## config.mk

```make
export PLATFORM = sky130hd
export DESIGN_NAME = axi4_lite_master
export DESIGN_NICKNAME = d
export VERILOG_FILES = /design/src/rtl/axi4_lite_pkg.sv /design/src/rtl/axi4_lite_master.sv
export SDC_FILE = /design/constraint.sdc
export NUM_CORES = 1
export LEC_CHECK = 0
export BUFFER_PORTS_ARGS = -buffer_cell sky130_fd_sc_hd__buf_4
export CAP_MARGIN = 15
export CORE_ASPECT_RATIO = 1.2
export CORE_MARGIN = 5
export CORE_UTILIZATION = 49
export CTS_CLUSTER_DIAMETER = 40
export DETAILED_ROUTE_END_ITERATION = 8
export PLACE_DENSITY = 0.9
export RECOVER_POWER = 25
export SETUP_SLACK_MARGIN = 0.4
export SYNTH_ARGS = -nofsm -noshare
export SYNTH_HDL_FRONTEND = slang
export SYNTH_SLANG_ARGS = --single-unit
```

## constraint.sdc

```tcl
create_clock -name ACLK -period 2.3 [get_ports ACLK]
set_clock_uncertainty 0.05 [all_clocks]
set_input_delay 0.345 -clock ACLK [delete_from_list [all_inputs] [get_ports ACLK]]
set_output_delay 0.345 -clock ACLK [all_outputs]
set_load 0.02 [all_outputs]
```

## src/rtl/axi4_lite_pkg.sv

```systemverilog
// Shared definitions for the AXI4-Lite master: FSM state encoding and response codes.
package axi4_lite_pkg;

    typedef enum logic [2:0] {
        IDLE,
        WR,
        WR_B,
        RD_AR,
        RD_R,
        RSP
    } state_t;

    localparam logic [1:0] RESP_OKAY   = 2'b00;
    localparam logic [1:0] RESP_SLVERR = 2'b10;

endpackage

```

## src/rtl/axi4_lite_master.sv

```systemverilog
// Single-outstanding AXI4-Lite master: turns one command into one AXI transaction
// and returns the result on a registered response handshake.
module axi4_lite_master
    import axi4_lite_pkg::*;
#(
    parameter int ADDR_W = 8,
    parameter int DATA_W = 32,
    parameter int STRB_W = DATA_W / 8
) (
    input  logic              ACLK,
    input  logic              ARESETN,

    input  logic              cmd_valid,
    output logic              cmd_ready,
    input  logic              cmd_write,
    input  logic [ADDR_W-1:0] cmd_addr,
    input  logic [DATA_W-1:0] cmd_wdata,
    input  logic [STRB_W-1:0] cmd_wstrb,

    output logic              rsp_valid,
    input  logic              rsp_ready,
    output logic [DATA_W-1:0] rsp_rdata,
    output logic [1:0]        rsp_resp,
    output logic              rsp_write,

    output logic [ADDR_W-1:0] AWADDR,
    output logic              AWVALID,
    input  logic              AWREADY,
    output logic [DATA_W-1:0] WDATA,
    output logic [STRB_W-1:0] WSTRB,
    output logic              WVALID,
    input  logic              WREADY,
    input  logic [1:0]        BRESP,
    input  logic              BVALID,
    output logic              BREADY,
    output logic [ADDR_W-1:0] ARADDR,
    output logic              ARVALID,
    input  logic              ARREADY,
    input  logic [DATA_W-1:0] RDATA,
    input  logic [1:0]        RRESP,
    input  logic              RVALID,
    output logic              RREADY,

    output logic [15:0]       wr_count,
    output logic [15:0]       rd_count
);

    state_t state;

    // A channel is finished once its VALID has dropped or its handshake happens this edge.
    logic aw_done, w_done, ar_done, r_done;
    assign aw_done = !AWVALID || AWREADY;
    assign w_done  = !WVALID  || WREADY;
    assign ar_done = !ARVALID || ARREADY;
    assign r_done  = !RREADY  || RVALID;

    always_ff @(posedge ACLK or negedge ARESETN) begin
        if (!ARESETN) begin
            state     <= IDLE;
            cmd_ready <= 1'b0;
            rsp_valid <= 1'b0;
            rsp_rdata <= '0;
            rsp_resp  <= RESP_OKAY;
            rsp_write <= 1'b0;
            AWADDR    <= '0;
            AWVALID   <= 1'b0;
            WDATA     <= '0;
            WSTRB     <= '0;
            WVALID    <= 1'b0;
            BREADY    <= 1'b0;
            ARADDR    <= '0;
            ARVALID   <= 1'b0;
            RREADY    <= 1'b0;
            wr_count  <= '0;
            rd_count  <= '0;
        end else begin
            case (state)
                IDLE: begin
                    if (cmd_valid && cmd_ready) begin
                        cmd_ready <= 1'b0;
                        if (cmd_write) begin
                            AWADDR  <= cmd_addr;
                            WDATA   <= cmd_wdata;
                            WSTRB   <= cmd_wstrb;
                            AWVALID <= 1'b1;
                            WVALID  <= 1'b1;
                            state   <= WR;
                        end else begin
                            // RREADY goes up with ARVALID so early read data is never dropped.
                            ARADDR  <= cmd_addr;
                            ARVALID <= 1'b1;
                            RREADY  <= 1'b1;
                            state   <= RD_AR;
                        end
                    end else begin
                        cmd_ready <= 1'b1;
                    end
                end

                WR: begin
                    if (AWREADY) AWVALID <= 1'b0;
                    if (WREADY)  WVALID  <= 1'b0;
                    if (aw_done && w_done) begin
                        BREADY <= 1'b1;
                        state  <= WR_B;
                    end
                end

                WR_B: begin
                    if (BVALID && BREADY) begin
                        BREADY    <= 1'b0;
                        rsp_resp  <= BRESP;
                        rsp_write <= 1'b1;
                        rsp_rdata <= '0;
                        wr_count  <= wr_count + 16'd1;
                        rsp_valid <= 1'b1;
                        state     <= RSP;
                    end
                end

                RD_AR: begin
                    if (ARREADY) ARVALID <= 1'b0;
                    if (RVALID && RREADY) begin
                        RREADY    <= 1'b0;
                        rsp_rdata <= RDATA;
                        rsp_resp  <= RRESP;
                        rsp_write <= 1'b0;
                        rd_count  <= rd_count + 16'd1;
                    end
                    if (ar_done && r_done) begin
                        rsp_valid <= 1'b1;
                        state     <= RSP;
                    end else if (ar_done) begin
                        state <= RD_R;
                    end
                end

                RD_R: begin
                    if (RVALID && RREADY) begin
                        RREADY    <= 1'b0;
                        rsp_rdata <= RDATA;
                        rsp_resp  <= RRESP;
                        rsp_write <= 1'b0;
                        rd_count  <= rd_count + 16'd1;
                        rsp_valid <= 1'b1;
                        state     <= RSP;
                    end
                end

                RSP: begin
                    if (rsp_ready) begin
                        rsp_valid <= 1'b0;
                        cmd_ready <= 1'b1;
                        state     <= IDLE;
                    end
                end

                default: state <= IDLE;
            endcase
        end
    end

endmodule

```

# == After elaboration in Yosys (flattened, before gate mapping) ==
# Index checks and enable logic that the tools add are counted.
# op_classes
add_sub_neg,2
mul,0
n_div,0
magnitude_cmp,0
n_eq_ne,18
shift,0
n_mux,39
bitwise_logic,1
reduce_logical,35
# op_table
cell,count
two-way mux 32 bit,2
case mux 32 bit (2 select lines),1
adder 16 x 1 -> 16 bit (second input constant),2
!= test 2 bit (second input constant),11
two-way mux 3 bit,7
case mux 3 bit (6 select lines),1
two-way mux 1 bit,16
AND reduction 4 bit,4
case mux 1 bit (2 select lines),7
AND reduction 3 bit,4
nonzero test 2 bit,6
== test 3 x 2 -> 1 bit (second input constant),2
== test 3 bit (second input constant),2
two-way mux 2 bit,3
AND reduction 2 bit,3
AND reduction 6 bit,1
logical AND 1 bit,5
AND reduction 5 bit,1
zero test 1 bit,4
logical OR 1 bit,4
case mux 1 bit (4 select lines),1
case mux 2 bit (2 select lines),1
nonzero test 4 bit,1
== test 3 x 1 -> 1 bit (second input constant),1
5 further kinds,5
# totals
ff_bits,129
latchBits,0
ram_bits,0
mem_bits_ro,0
inputBits,90
output_inout_bits,126
elab_cells,112
mem_count,0

# == Logic depth before layout (Yosys ltp) ==
# logic_depth
word_depth,5
ltp_mapped,7
mapped_depth_nobuf,5

# == Worst setup path before layout ==
# No wires, ideal clock.
# synth_timing
path_kind,reg-to-reg
startpoint,register wr_count[3]
endpoint,register wr_count[15]
setup_ns,0.128
arrival_time_ns,1.557
slack_ns,0.564
path_stages_with_launch,5
cell_sequence,dfrtp_1 -> nand4_1 -> nor4_1 -> nand4_1 -> xnor2_1
# synth_via
elab_chain_cells,1
# synth_lines
element,line_no,rtl
from (decl),axi4_lite_master.sv:44,"output logic [15:0] wr_count,"
from (signal assigned),axi4_lite_master.sv:115,wr_count <= wr_count + 16'd1;
adder 16 x 1 -> 16 bit,axi4_lite_master.sv:115,
# No other way between the ends.
# A chain may end at the register's enable or synchronous reset.

# == Final worst setup path ==
# layout_timing
startpoint,register state[1]
endpoint,register rsp_rdata[31]
# layout_via
elab_chain_cells,4
elab_cells_between_ends,9
# layout_lines
element,line_no,rtl
from (decl),axi4_lite_master.sv:48,state_t state;
from (signal assigned),axi4_lite_master.sv:59,state <= IDLE;
from (signal assigned),axi4_lite_master.sv:87,state <= WR;
from (signal assigned),axi4_lite_master.sv:93,state <= RD_AR;
== test 3 bit or == test 3 x 2 -> 1 bit (tied branches),axi4_lite_master.sv:77,case (state)
OR reduction 2 bit (no line),n/a,
!= test 2 x 1 -> 1 bit (no line) or nonzero test 2 bit (tied branches),n/a,
AND reduction 3 bit (no line),n/a,
to (signal assigned),axi4_lite_master.sv:62,rsp_rdata <= '0;
to (signal assigned),axi4_lite_master.sv:114,rsp_rdata <= '0;
to (signal assigned),axi4_lite_master.sv:125,rsp_rdata <= RDATA;
to (decl),axi4_lite_master.sv:22,"output logic [DATA_W-1:0] rsp_rdata,"
# Parallel ways exist; a longest one is shown, timed or not.

==> impl_metrics.env <==
export IMPL_critPathLaunch="state[1]"
export IMPL_n_antenna_cell=0
export IMPL_rsz0062_at_grt="no"
export IMPL_drc_errors=0
export IMPL_row_count=42
export IMPL_synth_fp_nets=560
export IMPL_yosysSeqAreaShare=0.5934
export IMPL_rrSetupSlack_ns=0.47
export IMPL_status="finished, final reports clean"
export IMPL_finalHoldViolations=0
export IMPL_r2r_end="rsp_rdata[31]"
export IMPL_fp_dieW_um=106.2
export IMPL_vias_per_cell=5.378
export IMPL_dr_total_vias=4507
export IMPL_synth_cells=468
export IMPL_yosys_register_bits=129
export IMPL_first_pass_iters=4
export IMPL_vdd_drop_max_mv=0.7575
export IMPL_required_ns=2.57
export IMPL_slew_limit_headroom=0.4263
export IMPL_synth_area_leaders="dfrtp_1, mux2_2, nand2_1"
export IMPL_gr_total_overflow=0
export IMPL_crit_path_max_incr_delay_ns=0.45
export IMPL_antenna_found_initial=0
export IMPL_clock_path_buffers=2
export IMPL_fill_cells=750
export IMPL_synth_ff_type="dfrtp_1"
export IMPL_core_area_mm2=0.01093
export IMPL_clk_pin_slew_worst_paths_ns=0.06
export IMPL_arrival_ns=2.10
export IMPL_synth_top_cell_area_share=0.5934
export IMPL_fin_ws_ns=0.4691
export IMPL_die_area_mm2=0.01332
export IMPL_timing_fmax_mhz=546.2
export IMPL_finalSetupTns_ns=0
export IMPL_grt_pass1_vias=4729
export IMPL_synth_cell_types=44
export IMPL_clk_insertion_delay_late_ns=0.41
export IMPL_crit_fanout=34
export IMPL_fin_crit_sh=0.7960
export IMPL_yosys_warnings=0
export IMPL_drv_cap=0
export IMPL_yosys_top_cells_count="dfrtp_1, nand2_1, mux2_2"
export IMPL_dr_first_iter_drc_count=176
export IMPL_nets=786
export IMPL_dieHeight_um=125.4
export IMPL_totalWireLength_um=14640
export IMPL_wire_per_inst_um=17.47
export IMPL_crit_path_end_kind="register"
export IMPL_rr_worst_depth=5
export IMPL_cts_tree="yes"
export IMPL_pin_count=216
export IMPL_area_growth_syn_to_layout_pct=44.43
export IMPL_power_density_mw_per_mm2=1340
export IMPL_worst_slew_pin_slew_ns=0.8605
export IMPL_cts_buffers=17
export IMPL_finalWeightedCongestion=0.8925
export IMPL_r2r_start="state[1]"
export IMPL_cts_sinks=129
export IMPL_yosysTopAreaCell="dfrtp_1"
export IMPL_post_place_ws_ns=0.3405
export IMPL_ant_nets=0
export IMPL_endpoint="rsp_rdata[31]"
export IMPL_min_path_type="in -> reg"
export IMPL_syn_area_per_cell_um2=11.62
export IMPL_yosysMostFrequentCell="dfrtp_1"
export IMPL_dp_hpwl_um=10510
export IMPL_fin_crit_ns=1.831
export IMPL_slowest_stage="or3b_4"
export IMPL_grt_pass1_wl_um=23860
export IMPL_netlist_area_mm2=0.005440
export IMPL_ys_async_sr_fraction=1.000
export IMPL_grt_total_usage=0.2251
export IMPL_crit_type="reg -> reg"
export IMPL_drive_gt1_frac=0.4632
export IMPL_cp_cell_sequence="or3b_4, a21o_1, and2_1, buf_4, o21ai_1"
export IMPL_place_port_buffers=215
export IMPL_synth_edf_count=0
export IMPL_slew_viol_final=0
export IMPL_leakage_uw=0.003794
export IMPL_cts_root_buf="clkbuf_16"
export IMPL_finalSetupViolCount=0
export IMPL_initial_core_util=0.4977
export IMPL_grt_max_degree=45
export IMPL_start_kind="register"
export IMPL_cts_max_level=4
[worst max-delay path, delay by kind of cell, from the launching register on]
kind / cells / cell delay (ns)
flip-flops: 1 / 0.41
AND/OR/NAND/NOR: 2 / 0.61
buffers and inverters: 1 / 0.24
AO/OA/AOI/OAI: 2 / 0.41
[per-stage QoR]
step / power, µW / hold WS [ns] / std cells / utilization / cell area, µm²
after CTS: 10590 / 0.1017 / 835 / 0.7171 / 7839
final: 10530 / 0.1152 / 838 / 0.7189 / 7858
after global routing: 11100 / 0.1063 / 838 / 0.7189 / 7858
after detailed placement: 7789 / 0.2770 / 803 / 0.6596 / 7209
after global placement: 7629 / 0.2670 / 803 / 0.6596 / 7209
after floorplan: 5922 / -0.0005911 / 468 / - / 5440
[timing repair]
action | CTS | global route
hold endpoints to repair | 31 | 0
hold buffers | 1 | 0
pin swaps | 0 | 2
endpoints found under the setup margin | 9 | 32
resized for setup | 2 | 6
buffers inserted | 0 | 3
[per-layer routing]
metal | vias to the layer above | part of all wire | track usage
met1 | 2220 | 0.37 | 0.2652
met2 | 174 | 0.54 | 0.3868
met4 | 0 | 0.021 | 0.08841
li1 | 2092 | - | -
met3 | 21 | 0.066 | 0.06392
met5 | - | 0 | 0
[worst min-delay path by stage]
| stage | slack (ns) | startpoint | endpoint | depth (start not counted) |
|---|---|---|---|---|
| after floorplan | -0.0006 | ARESETN | ARADDR[0] | 0 |
| after global placement | 0.27 | ARESETN | wr_count[10] | 1 |
| after detailed placement | 0.28 | ARESETN | wr_count[11] | 1 |
| after CTS | 0.10 | cmd_wdata[12] | WDATA[12] | 2 |
| after global routing | 0.11 | cmd_wdata[28] | WDATA[28] | 2 |
| final | 0.12 | cmd_wdata[30] | WDATA[30] | 2 |
[final cells by class]
| type | count | area (µm²) | share of cell area |
|---|---|---|---|
| clock inverters | 12 | 158.9 | 0.02022 |
| inverters | 6 | 22.52 | 0.002866 |
| repair buffers | 233 | 1762 | 0.2242 |
| flip-flops and latches | 129 | 3228 | 0.4108 |
| well taps | 132 | 165.2 | 0.02102 |
| clock buffers | 19 | 452.9 | 0.05764 |
| multi-input cells | 307 | 2068 | 0.2632 |
[power by group]
group          switching, µW  leakage (µW)  internal [µW]
Combinational           2290       0.00187           1890
Clock                    984      0.000284           1760
Sequential               541       0.00164           3070
Total                   3820       0.00379           6710
[cell usage in the layout (no fill, tap or decap), types with 3 or more instances in the layout]
cell type and instances:
nand3_1 44, o21ai_1 33, nand2_1 61, xnor2_1 25, clkinvlp_4 5, o21ai_0 5, nor2_1 9, clkbuf_16 17
a21oi_1 5, buf_4 229, nand2b_1 4, a31oi_1 3, and4_1 3, dfrtp_1 129, mux2i_1 3, a21o_1 3
nand4_1 14, bufinv_16 3, xor2_1 5, inv_1 6, and3_1 5, mux2_2 55
[sequential cells by signal (all words and copies together) (netlist names), 2 cells and up]
signal,count
ARADDR,8
AWADDR,8
WDATA,32
WSTRB,4
rd_count,16
rsp_rdata,32
rsp_resp,2
state,3
wr_count,16
[logic make-up after synthesis]
| group | after synthesis | synth area share |
|---|---|---|
| simple gates | 155 | 0.1389 |
| flops | 129 | 0.5934 |
| compound gates | 62 | 0.06555 |
| mux | 58 | 0.1194 |
| buf+inv | 32 | 0.02990 |
| xor+xnor | 30 | 0.04830 |
| fa+ha+maj | 2 | 0.004599 |
No activity file was read; power rests on OpenSTA's default activity.
